File: src/rtl/itch_length_framer.sv
// itch_length_framer
//   Upstream framing stage for the speculative ITCH parser. Takes a raw byte stream of
//   length-prefixed messages (2-byte big-endian length, then payload), strips the prefix and
//   hands the payload to the length validator / payload parser. Zero-length and oversize
//   frames are dropped and flagged. All outputs are registered, one cycle after the input byte.
//
//   Ports
//     clk, rst_n       clock, asynchronous active-low reset
//     in_valid/in_data input byte stream; the FSM only advances on in_valid cycles
//     flush            synchronous abort of any partial frame (beats in_valid)
//     start            1-cycle pulse, new message; expected_len valid with it
//     expected_len     payload length of the current message, held until next start
//     byte_valid/data  forwarded payload byte
//     msg_end          with the last payload byte of a message
//     oversize_err     1-cycle pulse, prefix > MAX_LEN, frame consumed silently
//     zero_len_err     1-cycle pulse, prefix == 0
//     msg_count        completed messages (wraps)
//     drop_count       oversize + zero-length frames (wraps)
module itch_length_framer #(
   parameter int MAX_LEN = 64,
   parameter int CNT_W   = 16
) (
   input  logic             clk,
   input  logic             rst_n,
   input  logic             in_valid,
   input  logic [7:0]       in_data,
   input  logic             flush,
   output logic             start,
   output logic [15:0]      expected_len,
   output logic             byte_valid,
   output logic [7:0]       byte_data,
   output logic             msg_end,
   output logic             oversize_err,
   output logic             zero_len_err,
   output logic [CNT_W-1:0] msg_count,
   output logic [CNT_W-1:0] drop_count
);

   typedef enum logic [1:0] {LEN_HI, LEN_LO, PAYLOAD, DROP} state_t;

   localparam logic [15:0] MAX_LEN_L = 16'(MAX_LEN);

   state_t      state;
   logic [7:0]  len_hi;
   logic [15:0] remaining;
   logic [15:0] len_w;

   // Full prefix, valid while in LEN_LO with the low byte on in_data.
   assign len_w = {len_hi, in_data};

   always_ff @(posedge clk or negedge rst_n) begin
      if (!rst_n) begin
         state        <= LEN_HI;
         len_hi       <= '0;
         remaining    <= '0;
         start        <= 1'b0;
         expected_len <= '0;
         byte_valid   <= 1'b0;
         byte_data    <= '0;
         msg_end      <= 1'b0;
         oversize_err <= 1'b0;
         zero_len_err <= 1'b0;
         msg_count    <= '0;
         drop_count   <= '0;
      end else begin
         // Pulses default low; level outputs (expected_len, byte_data) hold.
         start        <= 1'b0;
         byte_valid   <= 1'b0;
         msg_end      <= 1'b0;
         oversize_err <= 1'b0;
         zero_len_err <= 1'b0;
         if (flush) begin
            // Abort: byte of this cycle is discarded, nothing pulses for the lost frame.
            state     <= LEN_HI;
            remaining <= '0;
         end else if (in_valid) begin
            unique case (state)
               LEN_HI: begin
                  len_hi <= in_data;
                  state  <= LEN_LO;
               end
               LEN_LO: begin
                  if (len_w == 16'd0) begin
                     zero_len_err <= 1'b1;
                     drop_count   <= drop_count + CNT_W'(1);
                     state        <= LEN_HI;
                  end else if (len_w > MAX_LEN_L) begin
                     oversize_err <= 1'b1;
                     drop_count   <= drop_count + CNT_W'(1);
                     remaining    <= len_w;
                     state        <= DROP;
                  end else begin
                     start        <= 1'b1;
                     expected_len <= len_w;
                     remaining    <= len_w;
                     state        <= PAYLOAD;
                  end
               end
               PAYLOAD: begin
                  byte_valid <= 1'b1;
                  byte_data  <= in_data;
                  remaining  <= remaining - 16'd1;
                  // remaining >= 1 here, so exiting at 1 never underflows.
                  if (remaining == 16'd1) begin
                     msg_end   <= 1'b1;
                     msg_count <= msg_count + CNT_W'(1);
                     state     <= LEN_HI;
                  end
               end
               DROP: begin
                  remaining <= remaining - 16'd1;
                  if (remaining == 16'd1) state <= LEN_HI;
               end
               default: state <= LEN_HI;
            endcase
         end
      end
   end

endmodule

File: config.mk
export PLATFORM = sky130hd
export DESIGN_NAME = itch_length_framer
export DESIGN_NICKNAME = d
export VERILOG_FILES = /design/src/rtl/itch_length_framer.sv
export SDC_FILE = /design/constraint.sdc
export NUM_CORES = 1
export LEC_CHECK = 0
export CORE_MARGIN = 8
export CORE_UTILIZATION = 40
export CTS_CLUSTER_DIAMETER = 120
export DETAILED_ROUTE_END_ITERATION = 8
export GPL_ROUTABILITY_DRIVEN = 0
export PLACE_DENSITY = 0.72
export SLEW_MARGIN = 20
export SYNTH_ARGS = -nofsm -noshare
export SYNTH_HDL_FRONTEND = slang
export SYNTH_SLANG_ARGS = --single-unit
File: constraint.sdc
create_clock -name clk -period 2.3 [get_ports clk]
set_clock_uncertainty 0.15 [all_clocks]
set_input_delay 0.46 -clock clk [delete_from_list [all_inputs] [get_ports clk]]
set_output_delay 0.46 -clock clk [all_outputs]
set_load 0.05 [all_outputs]
* Word-level counts from Yosys, hierarchy flattened
Index checks and enable logic that the tools add are counted.
W data, S select, Z words.
** Operators by class
- $add $sub $neg :: 3
- Order comparisons :: 1
- Eq/ne operators :: 6
- Multiplexer cells :: 33
- Bitwise operators :: 3
- Reduce and logical (&&, ||, !) cells :: 13
** Operators by type and width (number)
- $mux W16 :: 5
- $add A16 B1 Y16 const B :: 2
- $pmux W16 S2 :: 1
- $mux W1 :: 22
- $eq A16 B1 Y1 const B :: 1
- $gt A16 B7 Y1 const B :: 1
- $logic_not A16 Y1 :: 1
- $sub A16 B1 Y16 const B :: 1
- $reduce_and A3 Y1 :: 3
- $mux W2 :: 4
- $reduce_and A4 Y1 :: 2
- $pmux W2 S3 :: 1
- $reduce_and A5 Y1 :: 1
- $eq A2 B2 Y1 const B :: 2
- $reduce_bool A2 Y1 :: 2
- $ne A3 B1 Y1 const B :: 1
- $ne A3 B3 Y1 const B :: 1
- $not A1 Y1 :: 3
- $reduce_bool A3 Y1 :: 1
- $eq A2 B1 Y1 const B :: 1
- $logic_not A2 Y1 :: 1
- $reduce_and A2 Y1 :: 1
- $reduce_or A2 Y1 :: 1
** Word-level totals
- Register bits :: 87
- Output and inout bits :: 61
- Logic and storage cells :: 71

* Longest topological paths before layout
Gate-level depths: netlist of run 1.
- Depth in word-level cells :: 6
- Gate-level depth with buffers :: 8

* Worst setup path after synthesis of run 1
No wires, ideal clock.
- Path kind :: reg2reg
- From :: reg remaining[1]
- To :: reg msg_count[15]
- Arrival :: 2.001 ns
- Data required time :: 2.010 ns
- Path slack :: 0.009 ns
- Cell stages (with the launch flop) :: 8
- Path through :: dfrtp_1 -> inv_1 -> ha_1 -> nor3b_1 -> nand3_1 -> nor4_4 -> or4b_1 -> xnor2_1
** On the way
- Longest elaborated chain between the ends :: 2
** Ends and longest elaborated chain
- from (decl) :: RTL line 45 : logic [15:0] remaining;
- from (signal assigned) :: RTL line 90 : remaining <= len_w;
- from (signal assigned) :: RTL line 95 : remaining <= len_w;
- from (signal assigned) :: RTL line 102 : remaining <= remaining - 16'd1;
- $eq A16 B1 Y1 :: RTL line 104 : if (remaining == 16'd1) begin
- $reduce_and A4 Y1 (no line)
- to (signal assigned) :: RTL line 106 : msg_count <= msg_count + CNT_W'(1);
- to (decl) :: RTL line 35 : output logic [CNT_W-1:0] msg_count,
Every way passes these cells.
A chain may end at the register's enable or synchronous reset.

* Worst setup path in the final report of run 1
- From :: in in_data[3]
- To :: reg drop_count[14]
** On the way
- Longest elaborated chain between the ends :: 3
- Elaborated cells on any way between the ends :: 5
- Those cells by class :: order compare: 1; mux: 1; reduce/logical: 3
** Ends and longest elaborated chain
- from (decl) :: RTL line 26 : input logic [7:0] in_data,
- $gt A16 B7 Y1 or $logic_not A16 Y1 (tied branches) :: RTL line 87, 83
- $reduce_bool A2 Y1 (no line)
- $reduce_and A4 Y1 (no line)
- to (signal assigned) :: RTL line 85 : drop_count <= drop_count + CNT_W'(1);
- to (signal assigned) :: RTL line 89 : drop_count <= drop_count + CNT_W'(1);
- to (decl) :: RTL line 36 : output logic [CNT_W-1:0] drop_count
Parallel ways exist; a longest one is shown, timed or not.

==> flow_summary.json, run 1 <==
{
  "outcome": "finished, final reports clean",
  "grt_antenna_before_repair": 0,
  "wirelength_um": 10300,
  "synth.net_count": 380,
  "period_minus_slack_ns": 2.27,
  "hold_slack_ns": 0.332,
  "root_buffer": "clkbuf_8",
  "report.final.slew_viol_count": 0,
  "switchingPower_w": 0.00137,
  "max-vdd-ir-drop_mv": 0.495,
  "layout.nets": 498,
  "synthCells": 364,
  "switching_share": 0.336,
  "drt-pass1-iter-count": 4,
  "timing.final.crit_share": 0.989,
  "slowest_delay_ns": 0.56,
  "rows": 37,
  "syn_avg_cell_area_um2": 11.3,
  "synth_edf_count": 0,
  "design.die.area_mm2": 0.0138,
  "start_util": 0.405,
  "htree_levels": 3,
  "required_ns": 2.38,
  "setup_viol": 0,
  "stdcell_count": 623,
  "cp.arrival_ns": 2.36,
  "p_leak_nw": 2.71,
  "grt_overflow": 0,
  "final_common_cell": "dfrtp_1",
  "placed_cells": 600,
  "grt_pass1_vias": 3374,
  "hold_path.class": "flop to flop",
  "seqPwrFrac": 0.442,
  "crit_path_top_delay_cell": "or4_4",
  "worst_pin_slew_ns": 0.614,
  "critPathMostFrequentCell": "buf_6",
  "drive_gt1_frac": 0.238,
  "synth-seq-cells": 87,
  "syn_area_mm2": 0.00410,
  "grt_max_degree": 50,
  "area_growth_pct": 39.7,
  "n_antenna_cell": 0,
  "drtIter0Drc": 178,
  "die_h_um": 117,
  "yosysWarnings": 0,
  "setup.worst_path.class": "input port to flop",
  "timing.slew.headroom": 0.590,
  "final_cell_mix": "87 x dfrtp_1, 62 x clkdlybuf4s50_1, 42 x buf_4",
  "cts_buffer_depth": 2,
  "critPathBufInv": 3,
  "clkLatencyLatePin_ns": 0.36,
  "via_per_inst": 5.21,
  "hold_viol_final": 0,
  "cts_tree": "yes",
  "drtAntennaViolNets": 0,
  "cap_viol_max_count": 0,
  "routedWlPerCell_um": 16.5,
  "path_cells": "clkdlybuf4s15_2 > or4_4 > buf_6 > o31a_1 > o31ai_4 > buf_6 > nor4_4 > xor2_1",
  "critPathMaxFanout": 7,
  "synthArstFlopShare": 1.00,
  "core-area_mm2": 0.0101,
  "comb_power_share": 0.263,
  "crit_family": "simple AND/OR/NAND/NOR gates",
  "ys.flop_type": "dfrtp_1",
  "p_clk_frac": 0.295,
  "grt_usage": 0.156,
  "portBuffers": 72,
  "startpoint_type": "input port",
  "synth_cell_type_count": 51,
  "cell_internal_pwr_w": 0.00271,
  "vias": 3247,
  "power_density_mw_per_mm2": 711,
  "timing.fmax_mhz": 440,
  "io_pins": 73,
  "rsz0062_at_grt": "true",
  "end_kind": "flop",
  "grt_pass1_wl_um": 16700,
  "cts_buffers": 9,
  "drc_errors": 0,
  "cts.sinks": 87,
  "path_clk_slew_ns": 0.09,
  "dp_hpwl_um": 7380,
  "synth.yosys.seq_area_share": 0.530,
  "fp.dieW_um": 117
}
[repair_timing]
| action | in CTS | in global routing |
|---|---|---|
| endpoints found under the hold margin | 38 | 0 |
| pin swaps | 12 | 7 |
| gates resized for setup | 29 | 14 |
| buffers inserted | 4 | 1 |
| gates cloned | 1 | 0 |
| hold buffers | 1 | 0 |
| setup endpoints to repair | 39 | 25 |
[kinds of logic (layout without fill, tap and decap cells)]
group                      count (synthesis)  after routing  synth area share
muxes                                     24             24            0.0659
adders and majority gates                  4              4            0.0122
buffers and inverters                     21            144            0.0229
and+or+nand+nor                          140            140             0.199
xor gates and xnor gates                  36             36            0.0768
AOI/OAI and AO/OA                         52             52            0.0924
DFF                                       87             87             0.530
[worst paths after layout]
path | slack (ns) | from | cells after the start | end
worst max-delay path | 0.03 | in_data[3] | 8 | drop_count[14]$_DFFE_PN0P_
worst min-delay path | 0.33 | msg_count[15]$_DFFE_PN0P_ | 1 | msg_count[15]$_DFFE_PN0P_
worst max register to register | 0.06 | remaining[1]$_DFFE_PN0P_ | 8 | msg_count[14]$_DFFE_PN0P_
worst min register to register | 0.33 | msg_count[15]$_DFFE_PN0P_ | 1 | msg_count[15]$_DFFE_PN0P_
max in group asynchronous | 0.88 | rst_n | 3 | zero_len_err$_DFF_PN0_
min in group asynchronous | 0.46 | rst_n | 2 | msg_count[14]$_DFFE_PN0P_
[flip-flops by register name, summed over array words and instances, names as in the netlist, 2 cells and up]
register / count
byte_data: 8
drop_count: 16
expected_len: 16
len_hi: 8
msg_count: 16
remaining: 16
state: 2
[worst reg2reg max path, cell delays in order, from the launching register on]
cell and delay, ns:
dfrtp_1 0.40, inv_2 0.09, ha_4 0.12, nor3b_2 0.16, buf_4 0.16, nand3_4 0.10
or4_4 0.65, nor3_4 0.22, xnor2_1 0.13
[routing by layer]
layer  vias to the layer above  GRT usage  wire length [um]
met5                         -          0                 0
met4                         0     0.0614               173
met3                        17     0.0390               613
met2                        91      0.249              4980
met1                      1600      0.198              4520
li1                       1539          -                 -
[power groups by stage]
stage          clock network [W]  logic, W  registers, W
2_1_floorplan                  0  0.000367       0.00208
3_3_place_gp                   0   0.00102       0.00182
3_5_place_dp                   0   0.00104       0.00183
4_1_cts                  0.00123   0.00106       0.00180
5_1_grt                  0.00130   0.00115       0.00182
6_report                 0.00120   0.00107       0.00180
[metrics by stage]
| stage | util | setup WS (ns) | instance area, um2 | power [W] | TNS (ns) |
|---|---|---|---|---|---|
| 2_1_floorplan | - | 0.00877 | 4100 | 0.00245 | 0 |
| 3_3_place_gp | 0.520 | -0.513 | 5270 | 0.00284 | -20.48 |
| 3_5_place_dp | 0.520 | -0.565 | 5270 | 0.00287 | -22.93 |
| 4_1_cts | 0.559 | 0.00458 | 5660 | 0.00409 | 0 |
| 5_1_grt | 0.565 | -0.0444 | 5730 | 0.00427 | -0.0444 |
| 6_report | 0.565 | 0.0261 | 5730 | 0.00408 | 0 |
[cells in the mapped netlist, drive strengths merged (5+ instances only)]
cell type   n  area, um2
nand3      16       80.1
nand2      31        116
nand4       8       56.3
and3        6       37.5
and2       11       68.8
a22o        7       61.3
xor2       18        158
nor3       15       90.1
a21oi       8       40.0
nor2       21       78.8
xnor2      18        158
a31oi       5       37.5
o21ai      11       55.1
buf         7       41.3
nor4       11        130
o31ai       5       47.5
mux2       24        270
clkbuf      5       18.8
dfrtp      87       2180
inv         9       33.8
[cell type report]
cell class	instances	area [um2]
Clock buffer	9	124
Clock inverter	7	103
Fill cell	830	4410
Inverter	9	33.8
Multi-Input combinational cell	256	1990
Sequential cell	87	2180
Tap cell	136	170
Timing Repair Buffer	119	1130
Note: power is estimated with default switching activity, not from simulation.
==> inputs of run 2 (changes only) <==
--- a/config.mk
+++ b/config.mk
@@ -5,12 +5,12 @@
 export SDC_FILE = /design/constraint.sdc
 export NUM_CORES = 1
 export LEC_CHECK = 0
-export CORE_MARGIN = 8
+export CORE_MARGIN = 5
 export CORE_UTILIZATION = 40
 export CTS_CLUSTER_DIAMETER = 120
 export DETAILED_ROUTE_END_ITERATION = 8
 export GPL_ROUTABILITY_DRIVEN = 0
-export PLACE_DENSITY = 0.72
+export PLACE_DENSITY = 0.68
 export SLEW_MARGIN = 20
 export SYNTH_ARGS = -nofsm -noshare
 export SYNTH_HDL_FRONTEND = slang
==> run 2 against run 1 <==
Compared with the run above: critical endpoint is now drop_count[10]$_DFFE_PN0P_; fmax grew 0.34%; sequential power is essentially flat; via count grew 0.15%.
==> flow_summary.json, run 2 (synthesis gave the netlist of run 1 again) <==
{
  "report.final.slew_viol_count": 0,
  "drc_errors": 0,
  "critPathMaxFanout": 12,
  "layout_setup_ws_ns": 0.0337,
  "timing.fmax_mhz": 441,
  "cp-endpoint": "drop_count[10]$_DFFE_PN0P_",
  "timing.slew.headroom": 0.655,
  "power_w": 0.00401,
  "power_density_mw_per_mm2": 707,
  "slowest_delay_ns": 0.54,
  "r2r-end": "msg_count[8]$_DFFE_PN0P_",
  "area_growth_pct": 38.0,
  "outcome": "finished, final reports clean",
  "grt_antenna_before_repair": 0,
  "setup_viol": 0,
  "routedWlPerCell_um": 15.4,
  "htree_levels": 3,
  "path_cells": "dlygate4sd2_1 > or4_4 > buf_4 > o31a_1 > o31ai_2 > buf_6 > nor3_1 > xor2_1",
  "max-vdd-ir-drop_mv": 0.431,
  "period_minus_slack_ns": 2.27,
  "rrSetupSlack_ns": 0.15,
  "p_leak_nw": 2.65,
  "grt_usage": 0.163,
  "final_common_cell": "dfrtp_1",
  "grt_pass1_wl_um": 16700,
  "drt-pass1-iter-count": 4,
  "cts_tree": "yes",
  "clkLatencyLatePin_ns": 0.36,
  "core-area_mm2": 0.0102,
  "crit_path_top_delay_cell": "or4_4",
  "portBuffers": 72,
  "crit_start": "in_data[1]",
  "r2r_cells": 7,
  "wirelength_um": 9690,
  "timing.final.crit_share": 0.985,
  "rows": 37,
  "final.setup.tns_ns": 0,
  "final_area_mm2": 0.00566,
  "cap_viol_max_count": 0,
  "drtIter0Drc": 213,
  "placed_area_mm2": 0.00530,
  "fp.dieW_um": 111,
  "cp.arrival_ns": 2.36,
  "root_buffer": "clkbuf_8",
  "final_cell_mix": "87 x dfrtp_1, 62 x clkdlybuf4s50_1, 47 x buf_4",
  "setup.worst_path.class": "input port to flop",
  "grt_pass1_vias": 3360,
  "cts_buffers": 9,
  "worst_pin_slew_ns": 0.516,
  "cts_buffer_depth": 2,
  "via_per_inst": 5.18,
  "r2r-start": "remaining[1]$_DFFE_PN0P_",
  "io_pins": 73,
  "grt_overflow": 0,
  "dp_hpwl_um": 7120,
  "grt_max_degree": 42,
  "end_kind": "flop",
  "hold_path.class": "flop to flop",
  "hold_viol_final": 0,
  "required_ns": 2.39,
  "cts.sinks": 87,
  "n_antenna_cell": 0,
  "final_core_util": 0.556,
  "dp_slack_ns": -0.549,
  "startpoint_type": "input port",
  "die_h_um": 111,
  "start_util": 0.403,
  "layout.nets": 503,
  "vias": 3252,
  "drtAntennaViolNets": 0,
  "drive_gt1_frac": 0.224,
  "rsz0062_at_grt": "true",
  "path_clk_slew_ns": 0.09,
  "design.die.area_mm2": 0.0124
}
[run 2: cell types whose count changed in the layout (fill, tap and decap cells not counted), sizes merged]
cell / previous run / this run
buf: 48 / 52
clkdlybuf4s15: 3 / 1
dlygate4sd2: 1 / 3
bufinv: 2 / 1
clkbuf: 9 / 10
clkinv: 2 / 1
clkinvlp: 0 / 1
dlymetal6s2s: 4 / 5
[run 2: metal layers]
| layer | share of wire | up-vias | track usage |
|---|---|---|---|
| li1 | - | 1553 | - |
| met1 | 0.46 | 1584 | 0.223 |
| met4 | 0.023 | 0 | 0.0487 |
| met3 | 0.052 | 18 | 0.0497 |
| met5 | 0 | - | 0 |
| met2 | 0.46 | 97 | 0.251 |
[run 2: area by class of cell]
| type | count | area (um2) |
|---|---|---|
| fillers | 904 | 4520 |
| flip-flops and latches | 87 | 2180 |
| multi-input cells | 256 | 1900 |
| repair buffers | 124 | 1170 |
| well taps | 136 | 170 |
| clock buffers | 10 | 138 |
| clock inverters | 6 | 75.1 |
| inverters | 9 | 33.8 |
[run 2: critical path, delay by kind of cell]
| family | cells | cell delay, ns |
|---|---|---|
| AOI/OAI and AO/OA | 2 | 0.49 |
| and+or+nand+nor | 2 | 0.62 |
| buffers and inverters | 3 | 0.63 |
| xor gates and xnor gates | 1 | 0.16 |
[run 2: worst min-delay path by stage]
stage / end / startpoint / cells after the start / slack [ns]
2_1_floorplan: byte_data[0]$_DFFE_PN0P_ / rst_n / 0 / 0.01
3_3_place_gp: msg_count[15]$_DFFE_PN0P_ / rst_n / 1 / 0.29
3_5_place_dp: msg_count[15]$_DFFE_PN0P_ / rst_n / 1 / 0.29
4_1_cts: drop_count[15]$_DFFE_PN0P_ / drop_count[15]$_DFFE_PN0P_ / 1 / 0.32
5_1_grt: drop_count[15]$_DFFE_PN0P_ / drop_count[15]$_DFFE_PN0P_ / 1 / 0.34
6_report: drop_count[15]$_DFFE_PN0P_ / drop_count[15]$_DFFE_PN0P_ / 1 / 0.32
[run 2: what timing repair did]
item,CTS,global route
hold buffers,1,0
cloned,1,0
hold endpoints to repair,32,0
pin swaps,6,2
setup endpoints to repair,31,32
resized for setup,11,12
setup buffers,4,0
[run 2: report_power, final]
part,internal [W],switching [W],total [W]
Sequential,0.00167,0.000118,0.00179
Clock,0.000549,0.000601,0.00115
Combinational,0.000421,0.000650,0.00107
Total,0.00264,0.00137,0.00401
[run 2: through the flow]
stage               hold WS [ns]  instances
finish                     0.319        628
global route               0.344        628
CTS                        0.325        628
detailed placement         0.289        606
global placement           0.287        606
floorplan                 0.0144        364
